==> src/rtl/tk1_spi_defs.sv <==
// Constants shared between the tk1 SPI responder and initiator: controller
// state encodings and the SPI mode 0 clock polarity/phase.
package tk1_spi_defs;

    typedef enum logic {
        CTRL_IDLE  = 1'b0,
        CTRL_SHIFT = 1'b1
    } ctrl_state_e;

    localparam logic SPI_CPOL = 1'b0;
    localparam logic SPI_CPHA = 1'b0;

    localparam int unsigned SPI_BYTE_BITS = 8;

endpackage

==> src/rtl/tk1_spi_sync.sv <==
// N-stage flip-flop synchronizer for a single asynchronous bit, with a
// configurable reset value.
module tk1_spi_sync #(
    parameter int unsigned STAGES    = 2,
    parameter logic        RESET_VAL = 1'b0
) (
    input  logic clk,
    input  logic reset_n,
    input  logic d_i,
    output logic q_o
);

    logic [STAGES-1:0] sync_q;

    always_ff @(posedge clk or negedge reset_n) begin
        if (!reset_n) begin
            sync_q <= {STAGES{RESET_VAL}};
        end else begin
            sync_q <= {sync_q[STAGES-2:0], d_i};
        end
    end

    assign q_o = sync_q[STAGES-1];

endmodule

==> src/rtl/tk1_spi_slave.sv <==
// SPI mode 0 responder: oversamples the SPI pins on clk, exchanges one byte
// per 8 SCK cycles MSB first, with a single-entry transmit holding register.
module tk1_spi_slave
    import tk1_spi_defs::*;
#(
    parameter int unsigned SYNC_STAGES = 2,
    parameter logic [7:0]  IDLE_BYTE   = 8'h00
) (
    input  logic       clk,
    input  logic       reset_n,
    input  logic       spi_ss,
    input  logic       spi_sck,
    input  logic       spi_mosi,
    output logic       spi_miso,
    output logic       spi_miso_oe,
    input  logic [7:0] tx_data,
    input  logic       tx_data_vld,
    output logic       tx_ready,
    output logic [7:0] rx_data,
    output logic       rx_data_vld,
    output logic       tx_underrun,
    output logic       selected
);

    logic ss_sync, sck_sync, mosi_sync;

    tk1_spi_sync #(.STAGES(SYNC_STAGES), .RESET_VAL(1'b1)) u_sync_ss (
        .clk     (clk),
        .reset_n (reset_n),
        .d_i     (spi_ss),
        .q_o     (ss_sync)
    );

    tk1_spi_sync #(.STAGES(SYNC_STAGES), .RESET_VAL(SPI_CPOL)) u_sync_sck (
        .clk     (clk),
        .reset_n (reset_n),
        .d_i     (spi_sck),
        .q_o     (sck_sync)
    );

    tk1_spi_sync #(.STAGES(SYNC_STAGES), .RESET_VAL(1'b0)) u_sync_mosi (
        .clk     (clk),
        .reset_n (reset_n),
        .d_i     (spi_mosi),
        .q_o     (mosi_sync)
    );

    ctrl_state_e state_q;
    logic        sck_prev_q;
    logic [2:0]  bit_cnt_q;
    logic [7:0]  rx_shift_q;
    logic [7:0]  tx_shift_q;
    logic [7:0]  hold_q;
    logic        hold_full_q;
    logic        oe_q;
    logic        sel_q;
    logic [7:0]  rx_data_q;
    logic        rx_vld_q;
    logic        underrun_q;

    logic sck_rise, sck_fall, load_req;

    assign sck_rise = sck_sync & ~sck_prev_q;
    assign sck_fall = ~sck_sync & sck_prev_q;

    // Fresh byte needed on select, and on the falling edge closing each byte.
    always_comb begin
        load_req = 1'b0;
        if (!ss_sync) begin
            if (state_q == CTRL_IDLE) begin
                load_req = 1'b1;
            end else if (sck_fall && (bit_cnt_q == 3'd0)) begin
                load_req = 1'b1;
            end
        end
    end

    always_ff @(posedge clk or negedge reset_n) begin
        if (!reset_n) begin
            state_q     <= CTRL_IDLE;
            sck_prev_q  <= SPI_CPOL;
            bit_cnt_q   <= 3'd0;
            rx_shift_q  <= 8'h00;
            tx_shift_q  <= 8'h00;
            hold_q      <= 8'h00;
            hold_full_q <= 1'b0;
            oe_q        <= 1'b0;
            sel_q       <= 1'b0;
            rx_data_q   <= 8'h00;
            rx_vld_q    <= 1'b0;
            underrun_q  <= 1'b0;
        end else begin
            sck_prev_q <= sck_sync;
            rx_vld_q   <= 1'b0;
            underrun_q <= 1'b0;

            if (tx_data_vld && !hold_full_q) begin
                hold_q      <= tx_data;
                hold_full_q <= 1'b1;
            end

            // An underrun load leaves a same-cycle write in the holding register.
            if (load_req) begin
                if (hold_full_q) begin
                    tx_shift_q  <= hold_q;
                    hold_full_q <= 1'b0;
                end else begin
                    tx_shift_q <= IDLE_BYTE;
                    underrun_q <= 1'b1;
                end
            end

            case (state_q)
                CTRL_IDLE: begin
                    oe_q  <= 1'b0;
                    sel_q <= 1'b0;
                    if (!ss_sync) begin
                        state_q   <= CTRL_SHIFT;
                        bit_cnt_q <= 3'd0;
                        oe_q      <= 1'b1;
                        sel_q     <= 1'b1;
                    end
                end
                CTRL_SHIFT: begin
                    if (ss_sync) begin
                        state_q   <= CTRL_IDLE;
                        bit_cnt_q <= 3'd0;
                        oe_q      <= 1'b0;
                        sel_q     <= 1'b0;
                    end else begin
                        if (sck_rise) begin
                            rx_shift_q <= {rx_shift_q[6:0], mosi_sync};
                            bit_cnt_q  <= bit_cnt_q + 3'd1;
                            if (bit_cnt_q == 3'd7) begin
                                rx_data_q <= {rx_shift_q[6:0], mosi_sync};
                                rx_vld_q  <= 1'b1;
                            end
                        end
                        if (sck_fall && (bit_cnt_q != 3'd0)) begin
                            tx_shift_q <= {tx_shift_q[6:0], 1'b0};
                        end
                    end
                end
                default: state_q <= CTRL_IDLE;
            endcase
        end
    end

    assign spi_miso    = tx_shift_q[7];
    assign spi_miso_oe = oe_q;
    assign tx_ready    = ~hold_full_q;
    assign rx_data     = rx_data_q;
    assign rx_data_vld = rx_vld_q;
    assign tx_underrun = underrun_q;
    assign selected    = sel_q;

endmodule
==> config.mk <==
export PLATFORM = sky130hd
export DESIGN_NAME = tk1_spi_slave
export DESIGN_NICKNAME = d
export VERILOG_FILES = /design/src/rtl/tk1_spi_defs.sv /design/src/rtl/tk1_spi_sync.sv /design/src/rtl/tk1_spi_slave.sv
export SDC_FILE = /design/constraint.sdc
export NUM_CORES = 1
export LEC_CHECK = 0
export ABC_AREA = 1
export BUFFER_PORTS_ARGS = -buffer_cell sky130_fd_sc_hd__buf_2
export CORE_MARGIN = 2
export CORE_UTILIZATION = 60
export CTS_CLUSTER_SIZE = 20
export DETAILED_ROUTE_END_ITERATION = 6
export PLACE_DENSITY_LB_ADDON = 0.12
export SYNTH_ARGS = -nofsm -noshare
export SYNTH_HDL_FRONTEND = slang
export SYNTH_SLANG_ARGS = --single-unit
==> constraint.sdc <==
create_clock -name clk -period 2.4 [get_ports clk]
set_input_delay 0.36 -clock clk [delete_from_list [all_inputs] [get_ports clk]]
set_output_delay 0.36 -clock clk [all_outputs]
set_load 0.05 [all_outputs]
==> impl_results.md, run 1 <==
- Largest net degree at the start of global routing: 47
- DIE WIDTH: 61.02 um
- Mux contribution to synthesized area: 4.618%
- Post-synthesis instance area: 0.001951 mm2
- ANT nets after route: 0
- Design area: ~0.0022 mm2
- CORE AREA: 0.003078 mm2
- YS warnings: 0
- Leading area contributor after synthesis: dfrtp_1
- Post-synth top area share: 56.45%
- Cell variety after synth: 22
- Seq/Total Area, Yosys: 59.14%
- RD Place Congestion: 0.7784
- Hold path depth: 1
- First-pass GRT wire length: 5602 um
- Clk_lat worst skew: roughly 0.37 ns
- Startpoint Class: register
- Clock Skews: 0.005108 ns
- HP Start: spi_ss
- Synth area leaders: dfrtp_1, nand2_1, nand3_1, mux2_2, inv_1
- Die Ht: 61.02 um
- Slew margin rel.: 34.64%
- Met2 usage: approximately a third
- Total placed instance area: 0.002096 mm2
- Max Clk Rate: between 600 and 700 MHz
- CP max-delay cell: dfstp_2
- Area Overhead vs Synth: 10.46%
- TritonCTS Sinks: 46
- Worst vdd ir: approximately 0.53 mV
- Clk buf depth: 2
- Share of layout cells above drive strength 1: 26.58%
- Max-cap violations: 0
- Syn avg cell area: a little over 10 um2
- Resized Gates After CTS: 0
- Starting density of the core: a little under two thirds
- Setup violations, final: 0
- # DRC: 0
- RSZ-0062 raised after global routing: no
- Largest family of logic cells by synthesized area: simple AND/OR/NAND/NOR gates
- Clock slew at reported path FFs: 0.13 ns
- Post-Synth Simple-Gate Area: 22.51%
- Initial antenna violation count: 0
- # port buffers: 27
- CP Cell Sequence: inv_1, nand2_4, inv_2, nand2_1, nor2_1, a21oi_2
- Via Count: between 1000 and 1500
- Post-Route WL: ~3300 um
- Post-CTS setup buffer count: 0
- Worst Hold Path EP: u_sync_ss.sync_q[0]
- Final nets: 238
- GRT Overall Usage: 21.26%
- GR Util met3: 5.252%
- Cell count after synthesis: ~190
- Worst Reg-to-Reg Cells: 6
- N_diodes: 0
- Reg-to-Reg End: rx_shift_q[0]
- Root Driver: clkbuf_4
- TNS Setup: 0 ns
- H-tree levels: 2
- CTS tree: done
- 1st-pass router iterations: 4
- Maximum net fanout on the critical path: 14
- Met1 Usage GRT: roughly 29%
- Final hold vios: 0
- Post-synthesis adder-cell area fraction: between 1.5 and 2%
- Final Max Tran Viols: 0
- DP HPWL: 2368 um
- Critical path buffer and inverter count: 2
- Cell Pwr Density: approximately 770 mW/mm2
- FP Rows: 20
- GR peak layer: met2
- FF+latch count, synth: between 40 and 50
- Min Tclk post-route: 1.641 ns
- P_leak: approximately 1.2 nW
- Run status: complete, no violations
- R2R Setup Slk: 0.76 ns
- Synth Area in Compound Gates: 5.260%
- Die footprint: 0.003723 mm2
- Grt total ovfl: 0
- Post-synthesis xor/xnor area fraction: 0%
- Vias/cell: a little over 5
- Syn_nets: 209
- Top Ports: 28
- Total CTS buffers: 5
- Routed WL per cell: 12.31 um
- Reg2reg start: u_sync_ss.sync_q[1]
- Critical path's largest stage delay: 0.39 ns
- CP arrival: 1.91 ns
- Worst Path Required: 2.67 ns
- Vias in the first global route: 1277
- Hold Crit Class: in2reg
- Worst-Margin Slew: approximately 0.98 ns
- Crit Path Class: reg2reg
- DR iter-0 viols: between 80 and 90
- CP Capture Type: register
- Most frequent cells in the layout: nand2_1, dfrtp_1, buf_2
- Final worst path period share: 68.39%
- Kind of cell adding the most delay to the critical path: simple AND/OR/NAND/NOR gates
- CTS Hold Bufs: 0
## where the power goes
part	internal (mW)	switching (mW)
sequential	0.896	0.0756
combinational	0.120	0.195
clock	0.114	0.259
total	1.13	0.530
## worst max-delay path by stage
stage                             start             to  slack (ns)  cells after the start
floorplan                   hold_full_q      hold_q[0]        0.92                      4
global placement    u_sync_ss.sync_q[1]  rx_shift_q[0]        0.86                      6
detailed placement  u_sync_ss.sync_q[1]  rx_shift_q[0]        0.76                      6
CTS                 u_sync_ss.sync_q[1]  rx_shift_q[0]        0.75                      6
global route        u_sync_ss.sync_q[1]  rx_shift_q[0]        0.62                      6
finish              u_sync_ss.sync_q[1]  rx_shift_q[0]        0.76                      6
## logic make-up after synthesis
group           Yosys count
buf+inv                  27
compound gates           19
mux                       8
simple gates             89
flops                    46
fa+ha+maj                 3
## layer usage
| layer | share of wire [%] | routed length [um] |
|---|---|---|
| met2 | 47 | 1544 |
| met1 | 46 | 1520 |
| met4 | 1.3 | 44 |
| met3 | 5.0 | 164 |
| met5 | 0 | 0 |
## cell type report
class	count	area, um2
sequential	46	1154
clock inverter	3	21.27
clock buffer	5	37.54
timing repair buffer	27	135.1
fill	251	923.4
tap	44	55.05
multi-input combinational	119	669.4
inverter	22	82.58
## cells in the mapped netlist, drive strengths merged
master,count
nand2,50
dfrtp,44
nand3,25
inv,22
nor2,13
o21ai,13
mux2,8
a21oi,6
buf,5
ha,3
dfstp,2
nor3,1
## flip-flops by register name, summed over array words and instances, names as in the netlist
name and flops:
u_sync_sck.sync_q 2, sck_prev_q 1, hold_q 8, selected 1
hold_full_q 1, state_q 1, u_sync_mosi.sync_q 2, rx_data_vld 1
bit_cnt_q 3, tx_shift_q 8, rx_shift_q 7, u_sync_ss.sync_q 2
rx_data 8, tx_underrun 1
## stage by stage
stage | power, mW | setup slack [ns] | hold slack [ns] | util, % | cells
floorplan | 1.213 | 0.9183 | 0.06441 | - | 192
global placement | 1.285 | 0.8565 | 0.3345 | 68.09 | 258
detailed placement | 1.305 | 0.7599 | 0.3364 | 68.09 | 258
CTS | 1.669 | 0.7487 | 0.06452 | 70.00 | 266
global route | 1.753 | 0.6229 | 0.05897 | 70.00 | 266
finish | 1.660 | 0.7586 | 0.06563 | 70.00 | 266
## worst register-to-register path, cell delays in order, from the launching register on
cell,delay [ns]
dfstp_2,0.39
inv_1,0.31
nand2_4,0.17
inv_2,0.13
nand2_1,0.28
nor2_1,0.22
a21oi_2,0.04
Note: power is estimated with default switching activity, not from simulation.
==> inputs of run 2 (changes only) <==
--- a/config.mk
+++ b/config.mk
@@ -8,7 +8,7 @@
 export ABC_AREA = 1
 export BUFFER_PORTS_ARGS = -buffer_cell sky130_fd_sc_hd__buf_2
 export CORE_MARGIN = 2
-export CORE_UTILIZATION = 60
+export CORE_UTILIZATION = 50
 export CTS_CLUSTER_SIZE = 20
 export DETAILED_ROUTE_END_ITERATION = 6
 export PLACE_DENSITY_LB_ADDON = 0.12
==> constraint.sdc (replaced) <==
create_clock -name clk -period 1.4 [get_ports clk]
set_input_delay 0.21 -clock clk [delete_from_list [all_inputs] [get_ports clk]]
set_output_delay 0.21 -clock clk [all_outputs]
set_load 0.05 [all_outputs]
==> impl_results.md, run 2 (synthesis gave the netlist of run 1 again) <==
- Run status: complete, but fails checks
- Failing checks: setup timing
- M1 WL: 1699 um
- DIE WIDTH: 66.46 um
- Via Count: 1447
- Share of layout cells above drive strength 1: 39.15%
- Fin util: between 60% and 70%
- Dpl ws: 0.02121 ns
- Met2 Wirelength: 1815 um
- Root Driver: clkbuf_8
- CP max-delay cell: dfrtp_1
- Min Tclk post-route: 1.417 ns
- TNS Setup: -0.04132 ns
- Top Metal Used: met4
- Max Clk Rate: between 700 and 800 MHz
- GRT Overall Usage: ~17%
- Post-Route WL: 3748 um
- Vias/cell: 5.113
- Startpoint Class: register
- Crit Path Class: reg2reg
- Largest net degree at the start of global routing: between 40 and 50
- Slew margin rel.: 75.79%
- RSZ-0062 raised after global routing: yes
- Clk buf depth: 2
- # port buffers: 27
- Top Ports: 28
- Routed WL per cell: 13.24 um
- Most frequent cells in the layout: dfrtp_1, nand2_1, buf_2
- Initial antenna violation count: 0
- Clock Skews: 0.006645 ns
- Final WS setup: -0.01652 ns
- Max-cap violations: 0
- Final hold vios: 0
- Final worst path period share: 101.2%
- Hold Crit Class: in2reg
- Worst Path Required: between 1.5 and 2 ns
- TritonCTS Sinks: 46
- PnR Total Power: 3.301 mW
- ANT nets after route: 0
- Hold_ws: 0.01958 ns
- Commonest non-fill, non-tap cell in the layout: dfrtp_1
- Clock slew at reported path FFs: 0.08 ns
- P_leak: around 1.3 nW
- CORE AREA: 0.003716 mm2
- Area Overhead vs Synth: 25.59%
- Cell Pwr Density: 1347 mW/mm2
- # DRC: 0
- N_diodes: 0
- Final Max Tran Viols: 0
- Maximum net fanout on the critical path: 6
- Final nets: around 250
- First-pass GRT wire length: 5837 um
- CP Cell Sequence: inv_1, ha_2, inv_2, nor2_4, nand2_2, nand2_4, nand2_4, nand2_2, nand3_1, nand2_1
- Vias in the first global route: 1315
- WL met3: between 150 and 200 um
- Die footprint: 0.004417 mm2
- DR iter-0 viols: 97
- Setup violations, final: 4
- H-tree levels: 2
- Worst-Margin Slew: between 0.3 and 0.4 ns
- Total CTS buffers: 5
- Critical path buffer and inverter count: 2
- CP arrival: approximately 1.6 ns
- RD Place Congestion: just over 0.8
- CP Capture Type: register
- Starting density of the core: between 50% and 60%
- CTS tree: done
- DP HPWL: 2450 um
- Worst vdd ir: 0.7629 mV
- FP Rows: 22
- Grt total ovfl: 0
- Critical path's largest stage delay: 0.40 ns
- 1st-pass router iterations: 4
- Clk_lat worst skew: 0.29 ns
- Kind of cell adding the most delay to the critical path: simple AND/OR/NAND/NOR gates
- Die Ht: 66.46 um
-- run 2: cell count changes in the layout (fill, tap and decap cells not counted), sizes merged --
| cell | previous run | this run |
|---|---|---|
| buf | 27 | 36 |
| dlygate4sd3 | 0 | 1 |
| clkbuf | 5 | 6 |
| inv | 22 | 20 |
| nand2 | 50 | 52 |
| bufinv | 0 | 1 |
| clkinvlp | 1 | 2 |
| clkinv | 2 | 1 |
| nor2 | 13 | 14 |
-- run 2: layout make-up --
| class | instances | area, um2 |
|---|---|---|
| inverters | 22 | 93.84 |
| clock inverters | 2 | 37.54 |
| fillers | 286 | 1266 |
| multi-input cells | 122 | 794.5 |
| repair buffers | 37 | 237.7 |
| flip-flops and latches | 46 | 1154 |
| clock buffers | 6 | 72.57 |
| well taps | 48 | 60.06 |
-- run 2: metrics by stage --
step / cells / cell area (um2)
4_1_cts: 278 / 2307
2_1_floorplan: 192 / 1962
5_1_grt: 283 / 2450
3_3_place_gp: 269 / 2187
3_5_place_dp: 269 / 2187
6_report: 283 / 2450
-- run 2: timing repair --
| item | CTS | global route |
|---|---|---|
| setup endpoints to repair | 0 | 15 |
| resized for setup | 0 | 32 |
| setup buffers | 0 | 2 |
| hold buffers | 1 | 0 |
| hold endpoints to repair | 44 | 0 |
-- run 2: routing by layer --
| metal | up-vias | GRT usage (%) |
|---|---|---|
| li1 | 703 | - |
| met1 | 701 | 24.46 |
| met2 | 35 | 26.63 |
| met3 | 8 | 4.730 |
| met4 | 0 | 5.357 |
| met5 | - | 0 |
-- run 2: final timing paths --
check / startpoint / endpoint / slack, ns / depth (start not counted)
setup / recovery: bit_cnt_q[1] / tx_shift_q[5] / -0.02 / 10
hold / removal: spi_ss / u_sync_ss.sync_q[0] / 0.02 / 1
setup reg to reg: bit_cnt_q[1] / tx_shift_q[5] / -0.02 / 10
hold reg to reg: u_sync_sck.sync_q[0] / u_sync_sck.sync_q[1] / 0.36 / 0
max in group asynchronous: reset_n / u_sync_ss.sync_q[1] / 0.71 / 3
min in group asynchronous: reset_n / rx_data[7] / 0.42 / 3
-- run 2: power breakdown --
| part | leakage, nW | internal (mW) | switching [mW] |
|---|---|---|---|
| sequential | 0.573 | 1.54 | 0.133 |
| clock | 0.0514 | 0.532 | 0.415 |
| combinational | 0.670 | 0.272 | 0.409 |
==> inputs of run 3 (changes only) <==
==> constraint.sdc (replaced) <==
create_clock -name clk -period 1.4 [get_ports clk]
set_input_delay 0.21 -clock clk [delete_from_list [all_inputs] [get_ports clk]]
set_output_delay 0.21 -clock clk [all_outputs]
set_load 0.005 [all_outputs]
==> impl_results.md, run 3 (synthesis gave the netlist of run 1 again) <==
- DP HPWL: 2430 um
- CP arrival: 1.55 ns
- H-tree levels: 2
- Largest net degree at the start of global routing: 44
- FP Rows: 22
- Max-cap violations: 0
- Commonest non-fill, non-tap cell in the layout: dfrtp_1
- N_diodes: 0
- Initial antenna violation count: 0
- Total CTS buffers: 5
- 1st-pass router iterations: 4
- Run status: complete, no violations
- ANT nets after route: 0
- Multi-input logic area: 694.4 um2
- Max Clk Rate: 738.5 MHz
- Slew margin rel.: between 70 and 80%
- Crit Path Class: reg2reg
- # DRC: 0
- Share of layout cells above drive strength 1: 30.04%
- Vias/cell: 4.847
- Clk buf depth: 2
- GRT Overall Usage: between 10% and 20%
- Worst-Margin Slew: around 0.36 ns
- First-pass GRT wire length: ~6000 um
- Critical path buffer and inverter count: 3
- Grt total ovfl: 0
- RSZ-0062 raised after global routing: yes
- DR iter-0 viols: 90
- Fillers: roughly 330
- Final WS setup: 0.04590 ns
- Top Ports: 28
- Root Driver: clkbuf_8
- Area Overhead vs Synth: 19.24%
- Most frequent cells in the layout: dfrtp_1, nand2_1, buf_2
- Clk_lat worst skew: approximately 0.30 ns
- Die footprint: about 0.0044 mm2
- Area taken by flip-flops and latches: 0.001154 mm2
- Startpoint Class: register
- Vias in the first global route: 1307
- Critical path's largest stage delay: 0.40 ns
- Design area: 0.002326 mm2
- Min Tclk post-route: 1.354 ns
- CP max-delay cell: dfrtp_1
- # port buffers: 27
- Final Max Tran Viols: 0
- DP Cell Count: 269
- TritonCTS Sinks: 46
- Dpl ws: between 0.03 and 0.04 ns
- Clock Skews: between 0.007 and 0.008 ns
- Final nets: 249
- Worst vdd ir: approximately 0.77 mV
- P_leak: 1.268 nW
- Non-Filler Instances: 281
- Routed WL per cell: 12.03 um
- Starting density of the core: 52.49%
- CTS tree: done
- Maximum net fanout on the critical path: 8
- Final worst path period share: 96.72%
- CP Cell Sequence: inv_1, ha_1, inv_1, nor2_2, inv_1, nand2_4, nand3_1, nand2_1
- Worst Path Required: 1.59 ns
- Via Count: 1362
- CP Capture Type: register
- RD Place Congestion: a little over 0.8
- Setup violations, final: 0
- CORE AREA: 0.003716 mm2
- Final hold vios: 0
- Post-Route WL: 3381 um
- DIE WIDTH: 66.46 um
- Total placed instance area: 0.002178 mm2
- Most frequent CP cell: inv_1
- Die Ht: 66.46 um
- Post-CTS setup buffer count: 0
- Kind of cell adding the most delay to the critical path: flip-flops
- Hold Crit Class: in2reg
- Clock slew at reported path FFs: 0.09 ns
- Cell Pwr Density: 1282 mW/mm2
run 3: changes by cell type in the layout (fill, tap and decap cells not counted), moves of 4 or more:
| cell | before | now |
|---|---|---|
| nand3_1 | 21 | 25 |
| nor2_4 | 5 | 1 |
| nand2_1 | 38 | 43 |
| nand3_2 | 4 | 0 |
run 3: per-layer routing:
metal / vias up / global-route usage [%] / wire [um]
met5: - / 0 / 0
met4: 0 / 7.653 / 39
met3: 4 / 4.730 / 134
met2: 24 / 25.25 / 1567
met1: 641 / 26.33 / 1640
li1: 693 / - / -
run 3: final timing paths:
path	start	end	slack (ns)	depth (start not counted)
min reg2reg	u_sync_mosi.sync_q[0]	u_sync_mosi.sync_q[1]	0.35	0
max reg2reg	bit_cnt_q[0]	tx_shift_q[2]	0.05	8
max in group asynchronous	reset_n	hold_full_q	0.73	3
min in group asynchronous	reset_n	selected	0.26	2
max	bit_cnt_q[0]	tx_shift_q[2]	0.05	8
min	spi_sck	u_sync_sck.sync_q[0]	0.01	1
run 3: cell type report:
type / count / share of cell area (%)
clock buffer: 5 / 2.959
inverter: 22 / 3.658
clock inverter: 3 / 0.9145
timing repair buffer: 37 / 10.44
multi-input combinational: 120 / 29.85
tap: 48 / 2.582
sequential: 46 / 49.60
run 3: timing repair:
action	4_1_cts	5_1_grt
resized for setup	0	7
hold buffers	1	2
endpoints found under the hold margin	46	2
setup endpoints to repair	0	13
run 3: worst register-to-register path: cells and delay by family (launching register included):
family	cells	cell delay (ns)
adder cells (fa/ha/maj)	1	0.18
buffers and inverters	3	0.34
flip-flops	1	0.40
AND/OR/NAND/NOR	4	0.33
run 3: per-stage QoR:
| step | utilization (%) | setup TNS (ns) | hold slack, ns | total power [mW] |
|---|---|---|---|---|
| after floorplan | - | 0 | -0.08559 | 2.002 |
| after global placement | 58.62 | 0 | 0.02532 | 2.164 |
| after detailed placement | 58.62 | 0 | 0.02572 | 2.192 |
| after CTS | 61.31 | 0 | 0.003171 | 3.005 |
| after global routing | 62.59 | -0.3827 | 0.002205 | 3.174 |
| final | 62.59 | 0 | 0.01469 | 2.982 |
run 3: power by group:
group	leakage [nW]	switching [mW]	internal [mW]	total (mW)
clock network	0.0441	0.454	0.351	0.804
logic	0.651	0.280	0.241	0.521
registers	0.573	0.119	1.54	1.66
total	1.27	0.853	2.13	2.98
